<file path="src/rtl/xbar_pkg.sv">
// Shared constants and types for the crossbar return path.
// Defaults here size the per-channel reorder buffer instances.
package xbar_pkg;

    localparam int NUM_BANKS = 4;
    localparam int CH_W      = 2;
    localparam int DW        = 128;
    localparam int ROB_DEPTH = 8;
    localparam int BANK_W    = $clog2(NUM_BANKS);
    localparam int ROB_W     = $clog2(ROB_DEPTH);

    typedef struct packed {
        logic              valid;
        logic [CH_W-1:0]   ch_id;
        logic [ROB_W-1:0]  rob_num;
        logic [DW-1:0]     data;
    } bank_rsp_t;

endpackage

</file>
<file path="src/rtl/sync_fifo.sv">
// Single-clock show-ahead FIFO; dout_o presents the oldest entry while not empty.
// Pushes when full and pops when empty are ignored.
module sync_fifo #(
    parameter int DW = 8,
    parameter int AW = 4
) (
    input  logic          clk_i,
    input  logic          rst_i,
    input  logic          push_i,
    input  logic [DW-1:0] din_i,
    input  logic          pop_i,
    output logic [DW-1:0] dout_o,
    output logic          empty_o,
    output logic          full_o
);

    localparam int DEPTH = 2 ** AW;

    logic [DW-1:0] mem [DEPTH];
    logic [AW-1:0] wr_ptr;
    logic [AW-1:0] rd_ptr;
    logic [AW:0]   count;
    logic          do_push;
    logic          do_pop;

    assign do_push = push_i & ~full_o;
    assign do_pop  = pop_i & ~empty_o;
    assign empty_o = (count == '0);
    assign full_o  = (count == (AW+1)'(DEPTH));
    assign dout_o  = mem[rd_ptr];

    always_ff @(posedge clk_i or posedge rst_i) begin
        if (rst_i) begin
            wr_ptr <= '0;
            rd_ptr <= '0;
            count  <= '0;
        end else begin
            if (do_push) wr_ptr <= wr_ptr + 1'b1;
            if (do_pop)  rd_ptr <= rd_ptr + 1'b1;
            case ({do_push, do_pop})
                2'b10:   count <= count + 1'b1;
                2'b01:   count <= count - 1'b1;
                default: count <= count;
            endcase
        end
    end

    always_ff @(posedge clk_i) begin
        if (do_push) mem[wr_ptr] <= din_i;
    end

endmodule

</file>
<file path="src/rtl/xbar_rob_bank_slots.sv">
// Reorder slots for one bank: tag allocation, out-of-order fill, in-order release.
// A write into an already-valid slot is dropped and latches a sticky error.
module xbar_rob_bank_slots
    import xbar_pkg::*;
#(
    parameter int DW        = xbar_pkg::DW,
    parameter int ROB_DEPTH = xbar_pkg::ROB_DEPTH,
    parameter int ROB_W     = $clog2(ROB_DEPTH)
) (
    input  logic             clk_i,
    input  logic             rst_i,
    input  logic             alloc_i,
    input  logic             wr_en_i,
    input  logic [ROB_W-1:0] wr_tag_i,
    input  logic [DW-1:0]    wr_data_i,
    input  logic             pop_i,
    output logic [ROB_W-1:0] alloc_tag_o,
    output logic             full_o,
    output logic             head_valid_o,
    output logic [DW-1:0]    head_data_o,
    output logic             err_o
);

    logic [DW-1:0]        slot_data [ROB_DEPTH];
    logic [ROB_DEPTH-1:0] slot_valid;
    logic [ROB_DEPTH-1:0] slot_valid_n;
    logic [ROB_W-1:0]     alloc_ptr;
    logic [ROB_W-1:0]     rd_ptr;
    logic [ROB_W:0]       outstanding;
    logic                 wr_ok;

    assign wr_ok        = wr_en_i & ~slot_valid[wr_tag_i];
    assign alloc_tag_o  = alloc_ptr;
    assign full_o       = (outstanding == (ROB_W+1)'(ROB_DEPTH));
    assign head_valid_o = slot_valid[rd_ptr];
    assign head_data_o  = slot_data[rd_ptr];

    // A successful write never targets the slot being released, since that one is valid.
    always_comb begin
        slot_valid_n = slot_valid;
        if (pop_i) slot_valid_n[rd_ptr] = 1'b0;
        if (wr_ok) slot_valid_n[wr_tag_i] = 1'b1;
    end

    always_ff @(posedge clk_i or posedge rst_i) begin
        if (rst_i) begin
            slot_valid  <= '0;
            alloc_ptr   <= '0;
            rd_ptr      <= '0;
            outstanding <= '0;
            err_o       <= 1'b0;
        end else begin
            slot_valid <= slot_valid_n;
            if (alloc_i) alloc_ptr <= alloc_ptr + 1'b1;
            if (pop_i)   rd_ptr    <= rd_ptr + 1'b1;
            case ({alloc_i, pop_i})
                2'b10:   outstanding <= outstanding + 1'b1;
                2'b01:   outstanding <= outstanding - 1'b1;
                default: outstanding <= outstanding;
            endcase
            if (wr_en_i && !wr_ok) err_o <= 1'b1;
        end
    end

    always_ff @(posedge clk_i) begin
        if (wr_ok) slot_data[wr_tag_i] <= wr_data_i;
    end

endmodule

</file>
<file path="src/rtl/xbar_rob_ch.sv">
// Per-channel reorder buffer: per-bank slot arrays plus a keep-order FIFO of bank ids
// so bank responses return to the channel strictly in request order.
module xbar_rob_ch
    import xbar_pkg::*;
#(
    parameter int CHANNEL_ID = 0,
    parameter int NUM_BANKS  = xbar_pkg::NUM_BANKS,
    parameter int BANK_W     = $clog2(NUM_BANKS),
    parameter int CH_W       = xbar_pkg::CH_W,
    parameter int DW         = xbar_pkg::DW,
    parameter int ROB_DEPTH  = xbar_pkg::ROB_DEPTH,
    parameter int ROB_W      = $clog2(ROB_DEPTH),
    parameter int KOF_AW     = 4
) (
    input  logic                       clk_i,
    input  logic                       rst_i,
    input  logic                       req_valid_i,
    input  logic [BANK_W-1:0]          req_bank_id_i,
    output logic                       req_ready_o,
    output logic [ROB_W-1:0]           req_rob_num_o,
    input  logic [NUM_BANKS-1:0]       bank_rsp_valid_i,
    input  logic [NUM_BANKS*CH_W-1:0]  bank_rsp_ch_id_i,
    input  logic [NUM_BANKS*ROB_W-1:0] bank_rsp_rob_num_i,
    input  logic [NUM_BANKS*DW-1:0]    bank_rsp_data_i,
    output logic                       rtn_valid_o,
    input  logic                       rtn_ready_i,
    output logic [DW-1:0]              rtn_data_o,
    output logic [BANK_W-1:0]          rtn_bank_id_o,
    output logic [NUM_BANKS-1:0]       bank_pop_o,
    output logic                       err_o
);

    logic [NUM_BANKS-1:0] bank_full;
    logic [NUM_BANKS-1:0] bank_head_valid;
    logic [NUM_BANKS-1:0] bank_err;
    logic [ROB_W-1:0]     bank_alloc_tag [NUM_BANKS];
    logic [DW-1:0]        bank_head_data [NUM_BANKS];

    logic [BANK_W-1:0]    head;
    logic                 kof_empty;
    logic                 kof_full;
    logic                 acc;
    logic                 fire;

    // Ready ignores the return side, so a full KOF blocks a push even when a pop is firing.
    assign req_ready_o   = ~kof_full & ~bank_full[req_bank_id_i];
    assign req_rob_num_o = bank_alloc_tag[req_bank_id_i];
    assign acc           = req_valid_i & req_ready_o;

    assign rtn_valid_o   = ~kof_empty & bank_head_valid[head];
    assign fire          = rtn_valid_o & rtn_ready_i;
    assign rtn_data_o    = rtn_valid_o ? bank_head_data[head] : '0;
    assign rtn_bank_id_o = rtn_valid_o ? head : '0;
    assign bank_pop_o    = fire ? (NUM_BANKS'(1) << head) : '0;
    assign err_o         = |bank_err;

    sync_fifo #(
        .DW (BANK_W),
        .AW (KOF_AW)
    ) u_kof (
        .clk_i   (clk_i),
        .rst_i   (rst_i),
        .push_i  (acc),
        .din_i   (req_bank_id_i),
        .pop_i   (fire),
        .dout_o  (head),
        .empty_o (kof_empty),
        .full_o  (kof_full)
    );

    for (genvar b = 0; b < NUM_BANKS; b++) begin : g_bank
        logic wr_en;

        assign wr_en = bank_rsp_valid_i[b] &
                       (bank_rsp_ch_id_i[b*CH_W +: CH_W] == CH_W'(CHANNEL_ID));

        xbar_rob_bank_slots #(
            .DW        (DW),
            .ROB_DEPTH (ROB_DEPTH),
            .ROB_W     (ROB_W)
        ) u_slots (
            .clk_i        (clk_i),
            .rst_i        (rst_i),
            .alloc_i      (acc & (req_bank_id_i == BANK_W'(b))),
            .wr_en_i      (wr_en),
            .wr_tag_i     (bank_rsp_rob_num_i[b*ROB_W +: ROB_W]),
            .wr_data_i    (bank_rsp_data_i[b*DW +: DW]),
            .pop_i        (fire & (head == BANK_W'(b))),
            .alloc_tag_o  (bank_alloc_tag[b]),
            .full_o       (bank_full[b]),
            .head_valid_o (bank_head_valid[b]),
            .head_data_o  (bank_head_data[b]),
            .err_o        (bank_err[b])
        );
    end

endmodule
</file>
<file path="config.mk">
export PLATFORM = sky130hd
export DESIGN_NAME = xbar_rob_ch
export DESIGN_NICKNAME = d
export VERILOG_FILES = /design/src/rtl/xbar_pkg.sv /design/src/rtl/sync_fifo.sv /design/src/rtl/xbar_rob_bank_slots.sv /design/src/rtl/xbar_rob_ch.sv
export SDC_FILE = /design/constraint.sdc
export NUM_CORES = 2
export LEC_CHECK = 0
export BUFFER_PORTS_ARGS = -buffer_cell sky130_fd_sc_hd__buf_2
export CORE_AREA = 2 2 939 707
export CTS_CLUSTER_SIZE = 28
export DETAILED_ROUTE_END_ITERATION = 10
export DIE_AREA = 0 0 941 709
export SLEW_MARGIN = 20
export SYNTH_ARGS = -nofsm -noshare
export SYNTH_HDL_FRONTEND = slang
export SYNTH_HIERARCHICAL = 1
export SYNTH_MEMORY_MAX_BITS = 65536
export SYNTH_SLANG_ARGS = --single-unit
</file>
<file path="constraint.sdc">
create_clock -name clk_i -period 18.4 [get_ports clk_i]
set_input_delay 3.68 -clock clk_i [delete_from_list [all_inputs] [get_ports clk_i]]
set_output_delay 3.68 -clock clk_i [all_outputs]
set_load 0.1 [all_outputs]
</file>
# Yosys cells after proc, flatten, opt, wreduce, memory -nomap -nowiden
# Memory sizes are Yosys's and may differ from the RTL's.
# Cells that the tools add are included.
dict set report totals {
  ff_bits 89
  latch_bits 0
  ramBits 4128
  mem_bits_ro 0
  input_bits 542
  elab_cells 230
  memories 5
}
# name words word_bits read_ports rd_clocked_by_memory_dff wr line_no
set memory_table {}
lappend memory_table {{g_bank[0].u_slots.slot_data} 8 128 1 0 1 xbar_rob_bank_slots.sv:24} ;# logic [DW-1:0] slot_data [ROB_DEPTH];
lappend memory_table {{g_bank[1].u_slots.slot_data} 8 128 1 0 1 xbar_rob_bank_slots.sv:24}
lappend memory_table {{g_bank[2].u_slots.slot_data} 8 128 1 0 1 xbar_rob_bank_slots.sv:24}
lappend memory_table {{g_bank[3].u_slots.slot_data} 8 128 1 0 1 xbar_rob_bank_slots.sv:24}
lappend memory_table {u_kof.mem 16 2 1 0 1 sync_fifo.sv:19} ;# logic [DW-1:0] mem [DEPTH];
dict set report op_classes {
  n_addsub 20
  mul 0
  div 0
  magnitude_cmp 20
  n_eq_ne 21
  shift 1
  mux 68
  n_bitwise 43
  n_reduce_logical 29
}
# op n
set op_table {}
lappend op_table {{$mux W128} 3}
lappend op_table {{$bmux W128 S2} 1}
lappend op_table {{$mux W8} 8}
lappend op_table {{$and A8 B8 Y8} 4}
lappend op_table {{$lt A3 B4 Y1 const B} 8}
lappend op_table {{$not A8 Y8} 4}
lappend op_table {{$or A8 B8 Y8} 4}
lappend op_table {{$pmux W4 S2} 4}
lappend op_table {{$mux W1} 28}
lappend op_table {{$add A3 B1 Y3 const B} 8}
lappend op_table {{$add A4 B1 Y4 const B} 6}
lappend op_table {{$bmux W1 S3} 8}
lappend op_table {{$demux W1 S3} 8}
lappend op_table {{$ge A3 B1 Y1 const B} 8}
lappend op_table {{$and A1 B1 Y1} 22}
lappend op_table {{$eq A2 B2 Y1 const B} 9}
lappend op_table {{$eq A4 B4 Y1 const B} 4}
lappend op_table {{$sub A4 B1 Y4 const B} 4}
lappend op_table {{$eq A2 B1 Y1 const B} 7}
lappend op_table {{$logic_and A1 B1 Y1} 12}
lappend op_table {{$logic_not A2 Y1} 6}
lappend op_table {{$pmux W5 S2} 1}
lappend op_table {{$reduce_bool A2 Y1} 5}
lappend op_table {{$not A1 Y1} 7}
lappend op_table {{15 further kinds} 23}

# Longest topological paths before layout
dict set report depth {
  ltp_word 10
  ltp_mapped 20
}

# By module
# Netlist, hierarchy kept.
# mod instances cells_each area_each_um2
set modules_own_cells {}
lappend modules_own_cells {{xbar_rob_bank_slots at g_bank[0].u_slots ...} 3 1577 39465.4}
lappend modules_own_cells {{xbar_rob_bank_slots at g_bank[3].u_slots} 1 1574 39444.1}
lappend modules_own_cells {xbar_rob_ch 1 340 4284.1}
lappend modules_own_cells {sync_fifo 1 156 2120.8}

# Worst setup path before layout
# Ideal clock, no wire load.
dict set report synth_timing {
  path_type {input to register}
  start {in bank_rsp_ch_id_i[1]}
  end {mem g_bank[0].u_slots.slot_data[5][0] (enable)}
  setup_ns 0.977
  t_arrival_ns 17.303
  path_slack_ns 0.120
  cell_stages 3
  n_path_buf 0
  path_cell_list {nor3b_1 -> nand2_1 -> nor4b_1}
}
dict set report synth_between {
  elab_chain_cells 5
}
# element line_no
set synth_lines {}
lappend synth_lines {{from (decl)} xbar_rob_ch.sv:22} ;# input logic [NUM_BANKS*CH_W-1:0] bank_rsp_ch_id_i,
lappend synth_lines {{$logic_not A2 Y1} xbar_rob_ch.sv:75} ;# (bank_rsp_ch_id_i[b*CH_W +: CH_W] == CH_W'(CHANNEL_ID));
lappend synth_lines {{$and A1 B1 Y1} xbar_rob_ch.sv:74} ;# assign wr_en = bank_rsp_valid_i[b] &
lappend synth_lines {{$and A1 B1 Y1} xbar_rob_bank_slots.sv:32} ;# assign wr_ok = wr_en_i & ~slot_valid[wr_tag_i];
lappend synth_lines {{$mux W1} xbar_rob_bank_slots.sv:66} ;# if (wr_ok) slot_data[wr_tag_i] <= wr_data_i;
lappend synth_lines {{$mux W1 (not written as such)} xbar_rob_bank_slots.sv:66}
lappend synth_lines {{to (decl)} xbar_rob_bank_slots.sv:24}
# No other way between the ends.

==> qor.txt <==
Syn Area/Cell -> 24.2 um^2
Core area -> 657000 um^2
Dpl cells -> 16100
Initial antenna violation count -> 308
CP Class -> register to output port
Post-synthesis cell type count -> 49
Clk sinks -> 4217
LEAKAGE -> 59.2 nW
Class of the worst hold path -> register to register
# port buffers -> 681
Wire length of the first global-routing pass -> 645000 um
Final net count -> 8353
Hold_sp -> g_bank[2].u_slots/alloc_tag_o[2]$_DFFE_PP0P_
Post-cts sizing count -> 0
Final hold violations -> 0
CP startpoint -> g_bank[2].u_slots/rd_ptr[0]$_DFFE_PP0P_
Final Max Tran Viols -> 0
Max-Cap Viols -> 0
Crit end category -> output port
Crit path arrival time -> 6.66 ns
Max Clock Skew -> 0.0803 ns
Post-layout util -> 0.293
Synth area leaders -> edfxtp_1 75%, mux4_2 16%, mux2_2 3.7%
Final std cells w/o fill -> 16900
Synthesized cell area -> 164000 um^2
Overall Global Routing Usage -> 0.137
Setup_tns -> 0 ns
Mux contribution to synthesized area -> 0.198
H-tree Lvls -> 5
Cells after Synth -> 6801
Xor-xnor portion of the synthesized cell area -> 0.00245
Ports -> 682
Startpoint types -> register
Root Driver -> clkbuf_16
Number of DRC markers in iteration 0 -> 8918
Die area -> 667000 um^2
Count leader, synth -> edfxtp_1
Rows -> 258
Post-Synth Simple-Gate Area -> 0.0121
Post-synth EDFFs -> 4128
Final ANT Viol Nets -> 0
Via density -> 4.54
Warnings from Yosys -> 6
Clk buf depth -> 4
Critical Path RT -> 14.72 ns
Vias -> 76800
Status -> finished clean
Worst-Margin Slew -> 1.02 ns
Post-CTS setup buffer count -> 0
Largest net degree at the start of global routing -> 87
Dpl hpwl -> 307000 um
RSZ-0062 raised after global routing -> false
Worst vdd ir -> 0.300 mV
Post-route DRC -> 0
RD Place Congestion -> 0.741
P per Cell Area -> 162 nW/um^2
Avg WL per Cell -> 28.0 um
Slew HR -> 0.316
Crit-path max FO -> 38
Asr flop ratio synth -> 0.0211
Worst reg-to-reg setup slack -> 13.42 ns
Clock transition at path regs -> 0.06 ns
Compound-Gate Fraction of Synth Area -> 0.00304
Syn nets -> 7373
Share of layout cells above drive strength 1 -> 0.402
Starting Density -> 0.250
Chip Height -> 709 um
DR pass1 iterations -> 6
Post-synth top cells -> 4128 x edfxtp_1, 1169 x mux4_2, 537 x mux2_2
Period utilisation layout -> 0.562
Post-synth top area share -> 0.755
Fmax -> 0.0967 GHz
Area Overhead vs Synth -> 17.2%
Die X -> 941 um
Minimum clock period after layout -> 10.34 ns
Vias in the first global route -> 75800
Area leader, netlist -> edfxtp_1
GRT overflow -> 0
Synthesis-stage register bit count -> 4217
Largest family of logic cells by synthesized area -> multiplexers
Routed wire length -> 473000 um
Adder-Cell Fraction of Synth Area -> 0.00233
Pwr Total -> 31.2 mW
Worst-skew pair later-pin latency -> 1.04 ns
Final Setup Violations -> 0
TritonCTS clock tree -> built
Cts hold-fix bufs -> 0
Register area share after synthesis -> 0.768
RR Startpoint -> u_kof/rd_ptr[0]$_DFFE_PP0P_
Cts bufs inserted -> 417
Main synth FF type -> edfxtp_1
[flip-flops by register name, summed over array words and instances, names as in the netlist]
name and count:
g_bank.u_slots/alloc_tag_o 12, g_bank.u_slots/err_o 4, g_bank.u_slots/outstanding 16, g_bank.u_slots/rd_ptr 12, g_bank.u_slots/slot_data 4096, g_bank.u_slots/slot_valid 32
u_kof/count 5, u_kof/mem 32, u_kof/rd_ptr 4, u_kof/wr_ptr 4
[cells in the final DEF (no fill, tap or decap), types with 7 or more instances in the layout]
| master | n |
|---|---|
| inv_1 | 18 |
| buf_2 | 681 |
| a21oi_1 | 11 |
| diode_2 | 77 |
| edfxtp_1 | 4128 |
| nor4b_2 | 7 |
| mux2_2 | 537 |
| o21ai_0 | 29 |
| nor3_2 | 13 |
| clkbuf_1 | 82 |
| a21o_1 | 8 |
| clkinv_2 | 65 |
| nor4_2 | 11 |
| o31ai_1 | 8 |
| nand2b_1 | 55 |
| mux4_2 | 1169 |
| buf_12 | 21 |
| xor2_1 | 23 |
| ha_1 | 29 |
| clkinv_16 | 18 |
| clkinv_1 | 97 |
| dfrtp_1 | 77 |
| xnor2_1 | 23 |
| clkbuf_16 | 422 |
| dfrtp_4 | 12 |
| nor3b_1 | 9 |
| nand2_1 | 41 |
| mux2i_1 | 9 |
| nor2_1 | 33 |
| clkinv_4 | 10 |
| clkinvlp_4 | 13 |
| nor2b_1 | 135 |
| o22ai_1 | 7 |
| buf_4 | 208 |
| bufinv_16 | 40 |
[critical path, stage by stage, from the launching register on]
cell and delay (ns):
dfrtp_4 0.77, buf_4 0.71, buf_4 0.56, buf_4 0.63, buf_4 0.67, mux4_2 0.60, mux2_2 0.30, mux4_2 0.61
nor2b_1 0.21, buf_2 0.33
[layer usage]
| layer | vias up | part of all wire | track usage |
|---|---|---|---|
| li1 | 31100 | - | - |
| met1 | 41300 | 0.43 | 0.192 |
| met2 | 3337 | 0.46 | 0.217 |
| met3 | 916 | 0.083 | 0.0350 |
| met4 | 130 | 0.022 | 0.0251 |
| met5 | - | 0.0017 | 0 |
[per-stage QoR]
step / setup slack [ns] / hold slack [ns] / instance area (um^2)
4_1_cts: 7.65 / 0.471 / 192000
2_1_floorplan: 0.120 / 0.433 / 164000
6_report: 8.06 / 0.466 / 193000
3_5_place_dp: 8.86 / 0.459 / 179000
3_3_place_gp: 8.88 / 0.456 / 179000
5_1_grt: 7.48 / 0.493 / 192000
[power by group]
part / internal, mW / total, mW / leakage, nW / switching [mW]
clock network: 4.81 / 8.61 / 6.64 / 3.80
logic: 3.97 / 11.6 / 14.4 / 7.62
registers: 10.7 / 11.0 / 38.2 / 0.262
total: 19.5 / 31.2 / 59.2 / 11.7
[layout make-up]
class | instances | area (um^2)
flip-flops and latches | 4217 | 126000
inverters | 19 | 71.3
well taps | 8710 | 10900
multi-input cells | 2215 | 36000
fillers | 63400 | 465000
clock inverters | 261 | 2850
diodes | 77 | 193
repair buffers | 911 | 5420
clock buffers | 505 | 10900
[cell families after synthesis]
group | after synthesis
buffers and inverters | 369
xor gates and xnor gates | 46
adders and majority gates | 30
muxes | 1719
DFF | 4217
AOI/OAI and AO/OA | 79
and+or+nand+nor | 341
[path summary, 6_finish.rpt]
kind / to / cells after the start
setup / recovery: rtn_data_o[58] / 9
hold / removal: g_bank[2].u_slots/alloc_tag_o[2]$_DFFE_PP0P_ / 1
setup reg to reg: u_kof/count[4]$_DFFE_PP0P_ / 16
hold reg to reg: g_bank[2].u_slots/alloc_tag_o[2]$_DFFE_PP0P_ / 1
max in group asynchronous: g_bank[3].u_slots/rd_ptr[2]$_DFFE_PP0P_ / 2
min in group asynchronous: u_kof/wr_ptr[2]$_DFFE_PP0P_ / 2
Power figures use the tool's default switching activity.
